<file path="config.mk">
export PLATFORM = sky130hd
export DESIGN_NAME = cpu_ctrl_seq
export DESIGN_NICKNAME = d
export VERILOG_FILES = /design/src/rtl/cpu_ctrl_seq.sv
export SDC_FILE = /design/constraint.sdc
export NUM_CORES = 1
export LEC_CHECK = 0
export BUFFER_PORTS_ARGS = -buffer_cell sky130_fd_sc_hd__buf_2
export CAP_MARGIN = 5
export CORE_AREA = 2 2 39 41
export DETAILED_ROUTE_END_ITERATION = 10
export DIE_AREA = 0 0 41 43
export PLACE_DENSITY_LB_ADDON = 0.15
export SYNTH_ARGS = -nofsm -noshare
export SYNTH_HDL_FRONTEND = slang
export SYNTH_SLANG_ARGS = --single-unit
</file>
<file path="constraint.sdc">
create_clock -name clk -period 2.91 [get_ports clk]
set_clock_uncertainty 0.05 [all_clocks]
set_input_delay 0.4365 -clock clk [delete_from_list [all_inputs] [get_ports clk]]
set_output_delay 0.4365 -clock clk [all_outputs]
set_load 0.005 [all_outputs]
</file>
<file path="src/rtl/cpu_ctrl_seq.sv">
// cpu_ctrl_seq: eight-phase instruction sequencer for the 8-bit accumulator CPU.
//
// Every instruction takes eight clock cycles (phases 0..7). The current phase is
// decoded together with the live opcode and zero inputs into datapath strobes.
// When phase 4 sees the halt opcode, the sequencer stops at phase 4 and stays
// halted until reset.
//
// Optional feature macro: CTRL_SINGLE_STEP_EN
//   When defined, an extra input `step` is added. The sequencer holds in phase 0
//   (after reset and after every phase 7) until it sees a cycle with step=1.
//
// Ports:
//   clk     in   rising-edge clock
//   rst     in   synchronous active-high reset
//   step    in   single-step advance (only when CTRL_SINGLE_STEP_EN is defined)
//   opcode  in   [2:0] IR opcode field, valid from phase 4 onward
//   zero    in   ALU a_is_zero flag, used only in phase 6
//   phase   out  [2:0] current phase (this is the FSM state)
//   sel     out  1 = memory address from PC, 0 = from IR operand
//   rd      out  memory read enable
//   ld_ir   out  instruction register load strobe
//   inc_pc  out  PC increment strobe
//   ld_pc   out  PC load (jump) strobe
//   ld_ac   out  accumulator load strobe
//   wr      out  memory write strobe
//   data_e  out  accumulator drives the data bus
//   halt    out  halted indication (rises combinationally in phase 4)
module cpu_ctrl_seq #(
    parameter int         NUM_PHASES = 8,
    parameter logic [2:0] HLT_OP     = 3'd0
) (
    input  logic       clk,
    input  logic       rst,
`ifdef CTRL_SINGLE_STEP_EN
    input  logic       step,
`endif
    input  logic [2:0] opcode,
    input  logic       zero,
    output logic [2:0] phase,
    output logic       sel,
    output logic       rd,
    output logic       ld_ir,
    output logic       inc_pc,
    output logic       ld_pc,
    output logic       ld_ac,
    output logic       wr,
    output logic       data_e,
    output logic       halt
);

    typedef enum logic [2:0] {
        INST_ADDR  = 3'd0,
        INST_FETCH = 3'd1,
        INST_LOAD  = 3'd2,
        IDLE       = 3'd3,
        OP_ADDR    = 3'd4,
        OP_FETCH   = 3'd5,
        ALU_OP     = 3'd6,
        STORE      = 3'd7
    } phase_t;

    localparam logic [2:0] LAST_PHASE = 3'(NUM_PHASES - 1);
    localparam logic [2:0] OP_SKZ     = 3'd1;
    localparam logic [2:0] OP_STO     = 3'd6;
    localparam logic [2:0] OP_JMP     = 3'd7;

    phase_t state, state_nxt;
    logic   halted, halted_nxt;
    logic   is_alu;
    logic   hlt_now;

    assign phase   = state;
    // ADD, AND, XOR and LDA all read an operand and load the accumulator.
    assign is_alu  = (opcode >= 3'd2) && (opcode <= 3'd5);
    assign hlt_now = (state == OP_ADDR) && (opcode == HLT_OP);

    always_ff @(posedge clk) begin
        if (rst) begin
            state  <= INST_ADDR;
            halted <= 1'b0;
        end else begin
            state  <= state_nxt;
            halted <= halted_nxt;
        end
    end

    always_comb begin
        state_nxt  = state;
        halted_nxt = halted;
        sel        = 1'b0;
        rd         = 1'b0;
        ld_ir      = 1'b0;
        inc_pc     = 1'b0;
        ld_pc      = 1'b0;
        ld_ac      = 1'b0;
        wr         = 1'b0;
        data_e     = 1'b0;
        halt       = 1'b1;

        if (!halted) begin
            halt = hlt_now;

            // Halting freezes the phase at OP_ADDR on the same edge the flag sets.
            if (hlt_now) begin
                halted_nxt = 1'b1;
            end else if (state == phase_t'(LAST_PHASE)) begin
                state_nxt = INST_ADDR;
`ifdef CTRL_SINGLE_STEP_EN
            end else if ((state == INST_ADDR) && !step) begin
                state_nxt = INST_ADDR;
`endif
            end else begin
                state_nxt = phase_t'(state + 3'd1);
            end

            case (state)
                INST_ADDR: begin
                    sel = 1'b1;
                end
                INST_FETCH: begin
                    sel = 1'b1;
                    rd  = 1'b1;
                end
                INST_LOAD, IDLE: begin
                    sel   = 1'b1;
                    rd    = 1'b1;
                    ld_ir = 1'b1;
                end
                OP_ADDR: begin
                    inc_pc = 1'b1;
                end
                OP_FETCH: begin
                    rd = is_alu;
                end
                ALU_OP: begin
                    rd     = is_alu;
                    inc_pc = (opcode == OP_SKZ) && zero;
                    ld_pc  = (opcode == OP_JMP);
                    data_e = (opcode == OP_STO);
                end
                STORE: begin
                    rd     = is_alu;
                    ld_ac  = is_alu;
                    ld_pc  = (opcode == OP_JMP);
                    wr     = (opcode == OP_STO);
                    data_e = (opcode == OP_STO);
                end
                default: ;
            endcase
        end
    end

endmodule
</file>
Word-level counts from Yosys, hierarchy flattened

Index checks and enable logic that the tools add are counted.

Add/sub/neg operators: 1
Magnitude comparators: 2
Eq/ne operators: 10
Multiplexer cells: 20
Bitwise gates (word level): 2
Reduce and logical (&&, ||, !) cells: 11

Operators with widths:

| operator            | count |
|---|---|
| $eq 3x3->1 const B  | 6 |
| $mux 1              | 17 |
| $eq 3x1->1 const B  | 2 |
| $eq 3x2->1 const B  | 2 |
| $logic_not 3->1     | 2 |
| $reduce_or 3->1     | 2 |
| $pmux 1 s2          | 2 |
| $reduce_or 2->1     | 2 |
| $reduce_or 4->1     | 1 |
| $add 3x1->3 const B | 1 |
| $ge 3x2->1 const B  | 1 |
| $le 3x3->1 const B  | 1 |
| $logic_and 1x1->1   | 3 |
| $mux 3              | 1 |
| $not 1->1           | 2 |
| $reduce_and 2->1    | 1 |

Register bits after elaboration: 4
Input bits: 6

Logic depth before layout (Yosys ltp)

Depth in word-level cells: 4
Mapped depth: 5
Gate-level depth less buffers: 5

Worst setup path after synthesis

No wires, ideal clock.

Path type: register -> output
Start: register state[1] (netlist: phase[1])
End: output port halt
Arrival: 1157 ps
Slack: 1266 ps
Cell stages (with the launch flop): 5
Path buffers: 0
Cells stage by stage: dfxtp_1 > inv_1 > ha_1 > and4bb_4 > a21o_2

Cells in the longest elaborated chain, start to end: 3

Ends and longest elaborated chain:

| item                   | RTL line | source |
|---|---|---|
| from (decl)            | 67       | `phase_t state, state_nxt;` |
| from (signal assigned) | 82       | `state <= state_nxt;` |
| $eq 3x3->1             | 75       | `assign hlt_now = (state == OP_ADDR) && (opcode == HLT_OP);` |
| $logic_and 1x1->1      | 75       |  |
| $mux 1                 | 100      | `if (!halted) begin` |
| to (decl)              | 48       | `output logic halt` |

No other way between the ends.

Worst setup path after layout

Same ends and word-level chain as after synthesis.

==> impl_metrics.py <==
metrics = {
    "global_route": {
        "grt_max_degree": 13,
        "grt-ovfl-total": 0,
        "track_usage_pct": 12.6,
        "wire_length_of_the_first_global_routing_pass_um": 1440,
        "vias_in_the_first_global_route": 341,
        "grt_antenna_before_repair": 0,
    },
    "logic_synthesis": {
        "ys_seq_area_share_pct": 20.0,
        "synth.cell_area_um2": 400,
        "yosys.area.top_type": "sky130_fd_sc_hd__dfxtp_1",
        "postSynthNetCount": 61,
        "postSynthRegisterBits": 4,
        "syn-instance-count": 50,
        "synthDominantCellAreaShare_pct": 20.0,
        "yosysWarnings": 0,
        "syn_avg_cell_area_um2": 8.01,
        "synth.top_cells.by_area": "sky130_fd_sc_hd__dfxtp_1 (20%), sky130_fd_sc_hd__ha_1 (16%), sky130_fd_sc_hd__nor2_1 (5.6%), sky130_fd_sc_hd__mux2i_1 (5.0%), sky130_fd_sc_hd__nor3_1 (5.0%)",
        "count_of_distinct_cell_types_in_the_synthesized_netlist": 25,
    },
    "route": {
        "post_drt_via_cell_ratio": 4.80,
        "ant_nets": 0,
        "detailroute.wirelength.met2_um": 414,
        "post-route-drc-count": 0,
        "drt_pass_1_iters": 4,
        "routedLengthMet1_um": 450,
        "dr_wl_met3_um": 65,
        "finalWirelength_um": 944,
        "top_signal_layer_used": "met4",
        "drt_iter0_drc": 8,
        "detailroute.via_count": 408,
        "post_drt_wl_per_cell_um": 11.1,
    },
    "placed_design": {
        "dp_worst_setup_slack_ps": 1050,
        "hpwl_um": 732,
        "buffer_ports.inserted": 17,
        "finalWeightedCongestion": 0.684,
    },
    "clock_tree": {
        "clk-insertion-delay-late_ps": 230,
        "tritoncts_clock_tree": "built",
        "clk_path_buf_depth": 2,
        "clk_pin_slew_worst_paths_ps": 40,
        "clock-sinks": 4,
        "cts_setup_buffers": 0,
        "tritoncts.num_buffers": 3,
        "cts.hold.buffers_added": 0,
        "cts_root_buf": "sky130_fd_sc_hd__clkbuf_4",
        "cts_resized": 0,
        "cts-htree-levels": 1,
    },
    "setup_path": {
        "crit_path_max_fanout": 9,
        "setup.worst_path.class": "reg2out",
        "ff2ff_path_depth": 5,
        "cp-start-kind": "flop",
        "critPathRequiredTime_ps": 2420,
        "cp-end-kind": "output port",
        "worstPathArrival_ps": 1600,
    },
    "layout": {
        "ff_latch_area_um2": 80.1,
        "layout.nets": 82,
        "antenna_cells_inserted": 0,
        "share_of_post_route_cells_with_drive_strength_above_1_pct": 34.8,
        "areaGrowthSynthToFinish_pct": 30.9,
        "multi_input_area_um2": 302,
        "layout.filler_cells": 164,
    },
    "die": {
        "pin_count": 18,
        "die_height_um": 43,
        "start_util_pct": 28.9,
        "die_w_um": 41,
        "floorplan.die_area_um2": 1760,
        "core_area_um2": 1380,
        "row_count": 14,
    },
    "power": {
        "switching_share_pct": 34.0,
        "total_power_mw": 0.240,
        "power.static_leakage_nw": 0.264,
        "power.sequential.fraction_pct": 33.5,
        "clockPowerShare_pct": 28.3,
        "total_switching_power_mw": 0.0817,
        "pwr_density_cell_nw_per_um2": 458,
        "ir_drop_v": 0.000250,
        "comb_power_share_pct": 38.2,
        "p_int_mw": 0.159,
    },
    "sta": {
        "slew_violations": 0,
        "final_hold_viol_count": 0,
        "setup_slack_ps": 824,
        "min_period_ps": 2090,
        "timing.final.setup_violations": 0,
        "maximum_clock_rate_mhz": 479,
        "min_period_over_period_pct": 71.7,
        "tightest_slew_ps": 397,
        "worst_hold_margin_ps": 415,
        "max-slew-margin-rel_pct": 73.5,
        "setup_total_negative_slack_ps": 0,
        "rsz_0062_raised_after_global_routing": "no",
    },
    "min_path": {
        "min_path_cells": 2,
        "hp-class": "in2reg",
    },
    "outcome": {
        "run_status": "finished clean",
    },
    "run": {
        "timing.max_cap.violations": 0,
    },
}
==> state kept, by name (all words and copies together), names as in the netlist <==
name and flops:
halted 1, phase 3
==> metrics by stage <==
stage                     instances  util [%]  cell area, um2
after floorplan                  50         -             400
after global placement           82      36.3             502
after detailed placement         82      36.3             502
after CTS                        85      37.9             524
after global routing             85      37.9             524
final                            85      37.9             524
==> final timing paths <==
check        startpoint  slack [ps]        to
max            phase[1]         820      halt
min                 rst         410  phase[2]
max reg2reg    phase[1]        1190  phase[0]
min reg2reg    phase[1]         560  phase[1]
==> cells in the mapped netlist <==
library cell	instances
sky130_fd_sc_hd__a2111o_1	1
sky130_fd_sc_hd__xnor2_1	1
sky130_fd_sc_hd__and2_1	1
sky130_fd_sc_hd__ha_1	5
sky130_fd_sc_hd__dfxtp_1	4
sky130_fd_sc_hd__nand2b_1	2
sky130_fd_sc_hd__or4b_1	1
sky130_fd_sc_hd__a211o_2	1
sky130_fd_sc_hd__inv_1	4
sky130_fd_sc_hd__nand2_1	4
sky130_fd_sc_hd__nor2b_1	1
sky130_fd_sc_hd__o21a_1	1
sky130_fd_sc_hd__o211ai_2	1
sky130_fd_sc_hd__mux2i_1	2
sky130_fd_sc_hd__a21oi_1	2
sky130_fd_sc_hd__or4_1	1
sky130_fd_sc_hd__nor2_1	6
sky130_fd_sc_hd__and4bb_4	1
sky130_fd_sc_hd__clkbuf_1	1
sky130_fd_sc_hd__nand3_1	1
sky130_fd_sc_hd__nand4_1	2
sky130_fd_sc_hd__a21o_2	1
sky130_fd_sc_hd__a221oi_1	1
sky130_fd_sc_hd__o21bai_1	1
sky130_fd_sc_hd__nor3_1	4
==> placed cells by master, fill, tap and decap left out <==
cell type	synthesis	routed
sky130_fd_sc_hd__buf_2	0	17
sky130_fd_sc_hd__o211ai_2	1	1
sky130_fd_sc_hd__nor3_1	4	4
sky130_fd_sc_hd__o21a_1	1	1
sky130_fd_sc_hd__dfxtp_1	4	4
sky130_fd_sc_hd__o21bai_1	1	1
sky130_fd_sc_hd__nor2_1	6	6
sky130_fd_sc_hd__a221oi_1	1	1
sky130_fd_sc_hd__or4b_1	1	1
sky130_fd_sc_hd__a21oi_1	2	2
sky130_fd_sc_hd__nand2_1	4	4
sky130_fd_sc_hd__nor2b_1	1	1
sky130_fd_sc_hd__xnor2_1	1	1
sky130_fd_sc_hd__nand2b_1	2	2
sky130_fd_sc_hd__ha_1	5	5
sky130_fd_sc_hd__or4_1	1	1
sky130_fd_sc_hd__nand4_1	2	2
sky130_fd_sc_hd__and4bb_4	1	1
sky130_fd_sc_hd__inv_1	4	4
sky130_fd_sc_hd__mux2i_1	2	2
sky130_fd_sc_hd__clkbuf_4	0	3
sky130_fd_sc_hd__and2_1	1	1
sky130_fd_sc_hd__a2111o_1	1	1
sky130_fd_sc_hd__a21o_2	1	1
sky130_fd_sc_hd__a211o_2	1	1
sky130_fd_sc_hd__nand3_1	1	1
==> kinds of logic after synthesis <==
| kind of cell | count (synthesis) | synth area share, % |
|---|---|---|
| adder cells (fa/ha/maj) | 5 | 15.6 |
| buffers and inverters | 5 | 4.69 |
| flip-flops | 4 | 20.0 |
| AND/OR/NAND/NOR | 24 | 33.4 |
| multiplexers | 2 | 5.00 |
| XOR/XNOR | 1 | 2.19 |
| AO/OA/AOI/OAI | 9 | 19.1 |
==> cell type report <==
type	count	area share [%]
well taps	16	3.82
inverters	4	2.86
flip-flops and latches	4	15.3
clock buffers	3	4.30
multi-input cells	41	57.5
repair buffers	17	16.2
==> worst max-delay path, stage by stage, from the launching register on <==
cell and delay [ps]:
sky130_fd_sc_hd__dfxtp_1 470, sky130_fd_sc_hd__inv_1 130, sky130_fd_sc_hd__ha_1 210, sky130_fd_sc_hd__and4bb_4 220, sky130_fd_sc_hd__a21o_2 210, sky130_fd_sc_hd__buf_2 120
==> routing by layer <==
metal	vias to the layer above	track usage, %
met5	-	0
met4	0	12.0
met3	2	3.14
met2	12	15.9
met1	174	16.1
li1	220	-
==> power by group through the flow <==
stage	Sequential [mW]	Clock, mW	Combinational [mW]
4_1_cts	0.0807	0.0737	0.0936
2_1_floorplan	0.0778	0	0.0588
3_5_place_dp	0.0816	0	0.0930
3_3_place_gp	0.0821	0	0.0953
5_1_grt	0.0827	0.0780	0.107
6_report	0.0804	0.0680	0.0918
(Power assumes the default switching activity.)
